`src/rtl/residual_pkg.sv`:
```
// Shared definitions for the intra residual block scheduler: mode codes,
// state encoding and default sizes.
package residual_pkg;

    localparam int BLK_CNT_W_DEF   = 8;
    localparam int TIMEOUT_CYC_DEF = 255;

    localparam logic [1:0] MODE_P0   = 2'b00;
    localparam logic [1:0] MODE_P1   = 2'b01;
    localparam logic [1:0] MODE_P2   = 2'b10;
    localparam logic [1:0] MODE_AUTO = 2'b11;

    localparam logic [2:0] ST_IDLE      = 3'd0;
    localparam logic [2:0] ST_ISSUE     = 3'd1;
    localparam logic [2:0] ST_WAIT_PRED = 3'd2;
    localparam logic [2:0] ST_GO        = 3'd3;
    localparam logic [2:0] ST_WAIT_SEL  = 3'd4;
    localparam logic [2:0] ST_OUTPUT    = 3'd5;
    localparam logic [2:0] ST_NEXT      = 3'd6;

    typedef enum logic [2:0] {
        S_IDLE      = ST_IDLE,
        S_ISSUE     = ST_ISSUE,
        S_WAIT_PRED = ST_WAIT_PRED,
        S_GO        = ST_GO,
        S_WAIT_SEL  = ST_WAIT_SEL,
        S_OUTPUT    = ST_OUTPUT,
        S_NEXT      = ST_NEXT
    } sched_state_t;

    function automatic logic is_auto(input logic [1:0] mode);
        return mode == MODE_AUTO;
    endfunction

endpackage

```
`src/rtl/residual_select_sched_timeout.sv`:
```
// Wait-state watchdog: down-counter loaded on entry to a wait, expires at terminal count zero.
module sched_timeout_cnt #(
    parameter int MAX_CYC = 255
) (
    input  logic clk,
    input  logic rst,
    input  logic load,
    input  logic en,
    output logic expired
);

    localparam int CNT_W = (MAX_CYC < 1) ? 1 : $clog2(MAX_CYC + 1);

    logic [CNT_W-1:0] cnt;

    always_ff @(posedge clk) begin
        if (rst) begin
            cnt <= '0;
        end else if (load) begin
            cnt <= CNT_W'(MAX_CYC);
        end else if (en && (cnt != '0)) begin
            cnt <= cnt - CNT_W'(1);
        end
    end

    assign expired = (cnt == '0);

endmodule

```
`src/rtl/residual_select_sched.sv`:
```
// Raster-order 4x4 block scheduler driving the three predictors and the residual selector.
// Optional per-mode accepted-block histogram enabled by RESIDUAL_SCHED_MODE_HIST_EN.
//
// state     | meaning
// IDLE      | waiting for frame_start, config latched on acceptance
// ISSUE     | one-cycle start pulse to all predictors
// WAIT_PRED | waiting for all predictors done (watchdog armed)
// GO        | selector released for one cycle (stall low)
// WAIT_SEL  | waiting for selector result (watchdog armed)
// OUTPUT    | result held valid until downstream accepts
// NEXT      | advance block position or finish the frame
module residual_select_sched
    import residual_pkg::*;
#(
    parameter int BLK_CNT_W   = BLK_CNT_W_DEF,
    parameter int TIMEOUT_CYC = TIMEOUT_CYC_DEF,
    parameter int NUM_PRED    = 3
) (
    input  logic                 clk,
    input  logic                 rst,
    input  logic                 frame_start,
    input  logic [1:0]           cfg_mode,
    input  logic [BLK_CNT_W-1:0] cfg_blocks_w,
    input  logic [BLK_CNT_W-1:0] cfg_blocks_h,
    output logic [2:0]           pred_start,
    input  logic [2:0]           pred_done,
    output logic [1:0]           sel_mode_select,
    output logic                 sel_stall,
    input  logic                 sel_busy,
    input  logic                 sel_ready,
    input  logic [1:0]           sel_mode,
    output logic                 out_valid,
    input  logic                 out_ready,
    output logic [1:0]           out_mode,
    output logic [BLK_CNT_W-1:0] out_blk_x,
    output logic [BLK_CNT_W-1:0] out_blk_y,
    output logic                 frame_done,
    output logic                 busy,
    output logic                 err_timeout
`ifdef RESIDUAL_SCHED_MODE_HIST_EN
    ,
    output logic [15:0]          hist_m0,
    output logic [15:0]          hist_m1,
    output logic [15:0]          hist_m2
`endif
);

    if (NUM_PRED != 3) begin : g_num_pred_check
        $error("residual_select_sched supports exactly three predictors");
    end

    sched_state_t         state;
    logic [1:0]           cfg_mode_q;
    logic [BLK_CNT_W-1:0] cfg_w_q;
    logic [BLK_CNT_W-1:0] cfg_h_q;
    logic                 seen_busy;
    logic                 tmo_load;
    logic                 tmo_en;
    logic                 tmo_expired;
    logic                 auto_mode;
    logic                 preds_done;
    logic                 sel_done;
    logic                 last_blk;

    assign auto_mode       = is_auto(cfg_mode_q);
    assign preds_done      = &pred_done;
    // The selector parks sel_ready high in auto mode, so only a busy pulse marks completion.
    assign sel_done        = auto_mode ? (seen_busy && !sel_busy) : sel_ready;
    assign last_blk        = (out_blk_x == cfg_w_q) && (out_blk_y == cfg_h_q);
    assign sel_mode_select = cfg_mode_q;
    assign tmo_load        = (state == S_ISSUE) || (state == S_GO);
    assign tmo_en          = (state == S_WAIT_PRED) || (state == S_WAIT_SEL);

    sched_timeout_cnt #(
        .MAX_CYC (TIMEOUT_CYC)
    ) u_timeout (
        .clk     (clk),
        .rst     (rst),
        .load    (tmo_load),
        .en      (tmo_en),
        .expired (tmo_expired)
    );

    always_ff @(posedge clk) begin
        if (rst) begin
            state       <= S_IDLE;
            cfg_mode_q  <= MODE_P0;
            cfg_w_q     <= '0;
            cfg_h_q     <= '0;
            seen_busy   <= 1'b0;
            pred_start  <= '0;
            sel_stall   <= 1'b1;
            out_valid   <= 1'b0;
            out_mode    <= '0;
            out_blk_x   <= '0;
            out_blk_y   <= '0;
            frame_done  <= 1'b0;
            busy        <= 1'b0;
            err_timeout <= 1'b0;
        end else begin
            frame_done <= 1'b0;
            case (state)
                S_IDLE: begin
                    if (frame_start) begin
                        cfg_mode_q  <= cfg_mode;
                        cfg_w_q     <= cfg_blocks_w;
                        cfg_h_q     <= cfg_blocks_h;
                        out_blk_x   <= '0;
                        out_blk_y   <= '0;
                        err_timeout <= 1'b0;
                        pred_start  <= 3'b111;
                        busy        <= 1'b1;
                        state       <= S_ISSUE;
                    end
                end
                S_ISSUE: begin
                    pred_start <= '0;
                    state      <= S_WAIT_PRED;
                end
                S_WAIT_PRED: begin
                    if (preds_done) begin
                        sel_stall <= 1'b0;
                        state     <= S_GO;
                    end else if (tmo_expired) begin
                        err_timeout <= 1'b1;
                        out_valid   <= 1'b0;
                        busy        <= 1'b0;
                        state       <= S_IDLE;
                    end
                end
                S_GO: begin
                    sel_stall <= 1'b1;
                    seen_busy <= 1'b0;
                    state     <= S_WAIT_SEL;
                end
                S_WAIT_SEL: begin
                    if (sel_busy) begin
                        seen_busy <= 1'b1;
                    end
                    if (sel_done) begin
                        out_mode  <= auto_mode ? sel_mode : cfg_mode_q;
                        out_valid <= 1'b1;
                        state     <= S_OUTPUT;
                    end else if (tmo_expired) begin
                        err_timeout <= 1'b1;
                        out_valid   <= 1'b0;
                        busy        <= 1'b0;
                        state       <= S_IDLE;
                    end
                end
                S_OUTPUT: begin
                    if (out_ready) begin
                        out_valid <= 1'b0;
                        state     <= S_NEXT;
                    end
                end
                S_NEXT: begin
                    if (last_blk) begin
                        out_blk_x  <= '0;
                        out_blk_y  <= '0;
                        frame_done <= 1'b1;
                        busy       <= 1'b0;
                        state      <= S_IDLE;
                    end else begin
                        if (out_blk_x < cfg_w_q) begin
                            out_blk_x <= out_blk_x + BLK_CNT_W'(1);
                        end else begin
                            out_blk_x <= '0;
                            out_blk_y <= out_blk_y + BLK_CNT_W'(1);
                        end
                        pred_start <= 3'b111;
                        state      <= S_ISSUE;
                    end
                end
                default: begin
                    state <= S_IDLE;
                end
            endcase
        end
    end

`ifdef RESIDUAL_SCHED_MODE_HIST_EN
    always_ff @(posedge clk) begin
        if (rst || ((state == S_IDLE) && frame_start)) begin
            hist_m0 <= '0;
            hist_m1 <= '0;
            hist_m2 <= '0;
        end else if ((state == S_OUTPUT) && out_ready) begin
            case (out_mode)
                MODE_P0: if (hist_m0 != 16'hFFFF) hist_m0 <= hist_m0 + 16'd1;
                MODE_P1: if (hist_m1 != 16'hFFFF) hist_m1 <= hist_m1 + 16'd1;
                MODE_P2: if (hist_m2 != 16'hFFFF) hist_m2 <= hist_m2 + 16'd1;
                default: ;
            endcase
        end
    end
`endif

endmodule

```
`config.mk`:
```
export PLATFORM = sky130hd
export DESIGN_NAME = residual_select_sched
export DESIGN_NICKNAME = d
export VERILOG_FILES = /design/src/rtl/residual_pkg.sv /design/src/rtl/residual_select_sched_timeout.sv /design/src/rtl/residual_select_sched.sv
export SDC_FILE = /design/constraint.sdc
export NUM_CORES = 1
export LEC_CHECK = 0
export BUFFER_PORTS_ARGS = -buffer_cell sky130_fd_sc_hd__buf_2
export CAP_MARGIN = 20
export CORE_MARGIN = 10
export CORE_UTILIZATION = 49
export CTS_CLUSTER_SIZE = 25
export DETAILED_ROUTE_END_ITERATION = 10
export GPL_TIMING_DRIVEN = 0
export HOLD_SLACK_MARGIN = 0.02
export PLACE_DENSITY_LB_ADDON = 0.25
export SLEW_MARGIN = 40
export SYNTH_ARGS = -nofsm -noshare
export SYNTH_HDL_FRONTEND = slang
export SYNTH_HIERARCHICAL = 1
export SYNTH_SLANG_ARGS = --single-unit
export TNS_END_PERCENT = 5
```
`constraint.sdc`:
```
create_clock -name clk -period 2.35 [get_ports clk]
set_clock_uncertainty 0.1 [all_clocks]
set_input_delay 0.3525 -clock clk [delete_from_list [all_inputs] [get_ports clk]]
set_output_delay 0.3525 -clock clk [all_outputs]
set_load 0.02 [all_outputs]
```
==> flow_summary.ini <==
[power]
ir_drop_v = 0.000475
p_leak_nw = 1.33
powerDensity_nw_per_um2 = 654

[timing]
period_share = 1.06
slew_headroom = 0.671
rsz0062_at_grt = true
worst_slew_pin_slew_ns = 0.494
tns_ns = -0.367
slew_viol_final = 0
clock.fmax_ghz = 0.400
post-route-worst-setup-slack_ns = -0.152
setup_viol = 4
hold_violations = 0
finalCriticalPeriod_ns = 2.50
hold_ws_ns = 0.158

[clock_network]
cts_root_buffer = clkbuf_8
path_clk_slew_ns = 0.10
hold_buffers = 0
clk_latency_ns = 0.31
cts.sinks = 54
cts_tree = built
htree_levels = 2
cts_buffer_depth = 2
cts_made_buffers = 5

[global_routing]
grt_max_degree = 17
track_usage = 0.163
grt_pass1_vias = 2636
antenna_found_initial = 0
overflow = 0
grt_pass1_wl_um = 12200

[critical_path]
cp.arrival_ns = 2.60
worst-path-max-fanout = 10
critical_path.startpoint_type = flip-flop
required_ns = 2.45
end_kind = flip-flop
critical_path_class = reg -> reg

[synth]
syn_nets = 387
synth_top_family_by_area = simple AND/OR/NAND/NOR gates
ys_async_sr_fraction = 0
yosys_warnings = 6
synthMuxAreaShare = 0
synth_top_area_share = 0.386
synth_enable_flop_cells = 0
synth.avg_cell_area_um2 = 8.09
ys_types = 59
synth_top_area_cell = dfxtp_1
ys_seq_area_frac = 0.386
synthXorXnorAreaFrac = 0.0407
synth_compound_area_frac = 0.220
syn_inst = 346
synth_area_leaders = dfxtp_1, nand2_1, a21oi_1, ha_1, xnor2_1
synthAdderAreaFrac = 0.0537
synth_seq_cells = 54
ys.flop_type = dfxtp_1
netlist_area_um2 = 2800
yosys.area_share.simple = 0.248

[die]
die_w_um = 95.6
core_area_um2 = 5540
ios = 57
start_util = 0.505
rows = 27
die_area_um2 = 9130
die_h_um = 95.6

[route]
ant_nets = 0
drc_errors = 0
dr_total_vias = 2734
drtIter0Drc = 119
vias_per_cell = 5.66
wl_per_cell_um = 15.3
routed_wl_um = 7380
dr.pass1.iters = 4

[final_layout]
postLayoutCellArea_um2 = 3430
drive_gt1_frac = 0.268
synthToLayoutAreaGrowth_pct = 22.5
final_cell_mix = buf_2, nand2_1, dfxtp_1, a21oi_1, nor2_1
nNetsFinal = 451
diodes = 0
fillers = 499

[run_status]
status = complete, but fails checks
violations = negative setup slack

[run]
cap_violations = 0

[place]
dpl.hpwl_um = 5560
port_buffers = 56
place.gp.congestion = 0.895
placed_area_um2 = 3220

[worst_hold_path]
min_path_type = in -> reg
## what timing repair did
item,in CTS,in global routing
resized for setup,10,19
gates cloned,0,0
endpoints found under the setup margin,23,25
setup buffers,0,1
pin swaps,0,6
## synth_stat cells (all sizes together) (3+ instances only)
cell,n
or4,5
or3,6
buf,6
clkbuf,10
o2111ai,4
dfxtp,54
nor2b,4
ha,12
o21ai,14
nand3,5
a21oi,44
nand4,4
nand2,59
inv,18
or4b,3
o31ai,5
and3,3
nor2,19
xor2,4
nor3,10
nor4,3
a31oi,10
a211o,3
xnor2,9
nand3b,3
o211ai,3
## worst max-delay path, stage by stage (launching register included)
cell and delay, ns:
dfxtp_4 0.37, ha_4 0.27, nand4_1 0.15, or4_4 0.47, or3_4 0.36, and2_4 0.15, buf_8 0.13, and3_4 0.14
a221o_1 0.24
## per-layer routing
| layer | share of wire | GRT usage |
|---|---|---|
| met3 | 0.067 | 0.0432 |
| met2 | 0.48 | 0.266 |
| met4 | 0.012 | 0.0528 |
| met5 | 0 | 0 |
| met1 | 0.44 | 0.203 |
## area by class of cell
class / count / area (um2) / share of cell area
multi-input combinational: 258 / 1690 / 0.492
tap: 72 / 90.1 / 0.0263
sequential: 54 / 1100 / 0.320
inverter: 18 / 67.6 / 0.0197
timing repair buffer: 57 / 288 / 0.0839
clock buffer: 7 / 86.3 / 0.0252
buffer: 16 / 81.3 / 0.0237
clock inverter: 1 / 30.0 / 0.00876
## worst paths after layout
kind,to,depth (start not counted),slack (ns),from
max,out_blk_y[6],8,-0.15,out_blk_x[7]
min,state[0],2,0.16,out_ready
min reg2reg,cfg_w_q[1],2,0.36,cfg_w_q[1]
max reg2reg,out_blk_y[6],8,-0.15,out_blk_x[7]
## where the power goes
part	internal, mW	total, mW	leakage, nW	switching [mW]
Combinational	0.215	0.545	0.828	0.330
Clock	0.348	0.658	0.0585	0.310
Sequential	0.978	1.04	0.445	0.0621
Total	1.54	2.24	1.33	0.702
## metrics by stage
stage | std cells | worst slack [ns] | power (mW) | utilization
2_1_floorplan | 346 | 0.00116 | 1.42 | -
3_3_place_gp | 474 | -0.519 | 1.55 | 0.581
3_5_place_dp | 474 | -0.583 | 1.56 | 0.581
4_1_cts | 482 | -0.182 | 2.22 | 0.609
5_1_grt | 483 | -0.248 | 2.35 | 0.619
6_report | 483 | -0.152 | 2.24 | 0.619
## sequential cells by signal (all words and copies together), names as in the netlist
signal / cells
sel_stall: 1
seen_busy: 1
busy: 1
cfg_h_q: 8
err_timeout: 1
cfg_w_q: 8
state: 3
out_mode: 2
out_valid: 1
sel_mode_select: 2
out_blk_y: 8
u_timeout/cnt: 8
frame_done: 1
pred_start: 1
out_blk_x: 8
## cells by family (layout without fill, tap and decap cells)
kind of cell	count (synthesis)	count (layout)
flip-flops	54	54
AO/OA/AOI/OAI	98	98
buffers and inverters	34	99
AND/OR/NAND/NOR	135	135
adder cells (fa/ha/maj)	12	12
XOR/XNOR	13	13
Note: power is estimated with default switching activity, not from simulation.
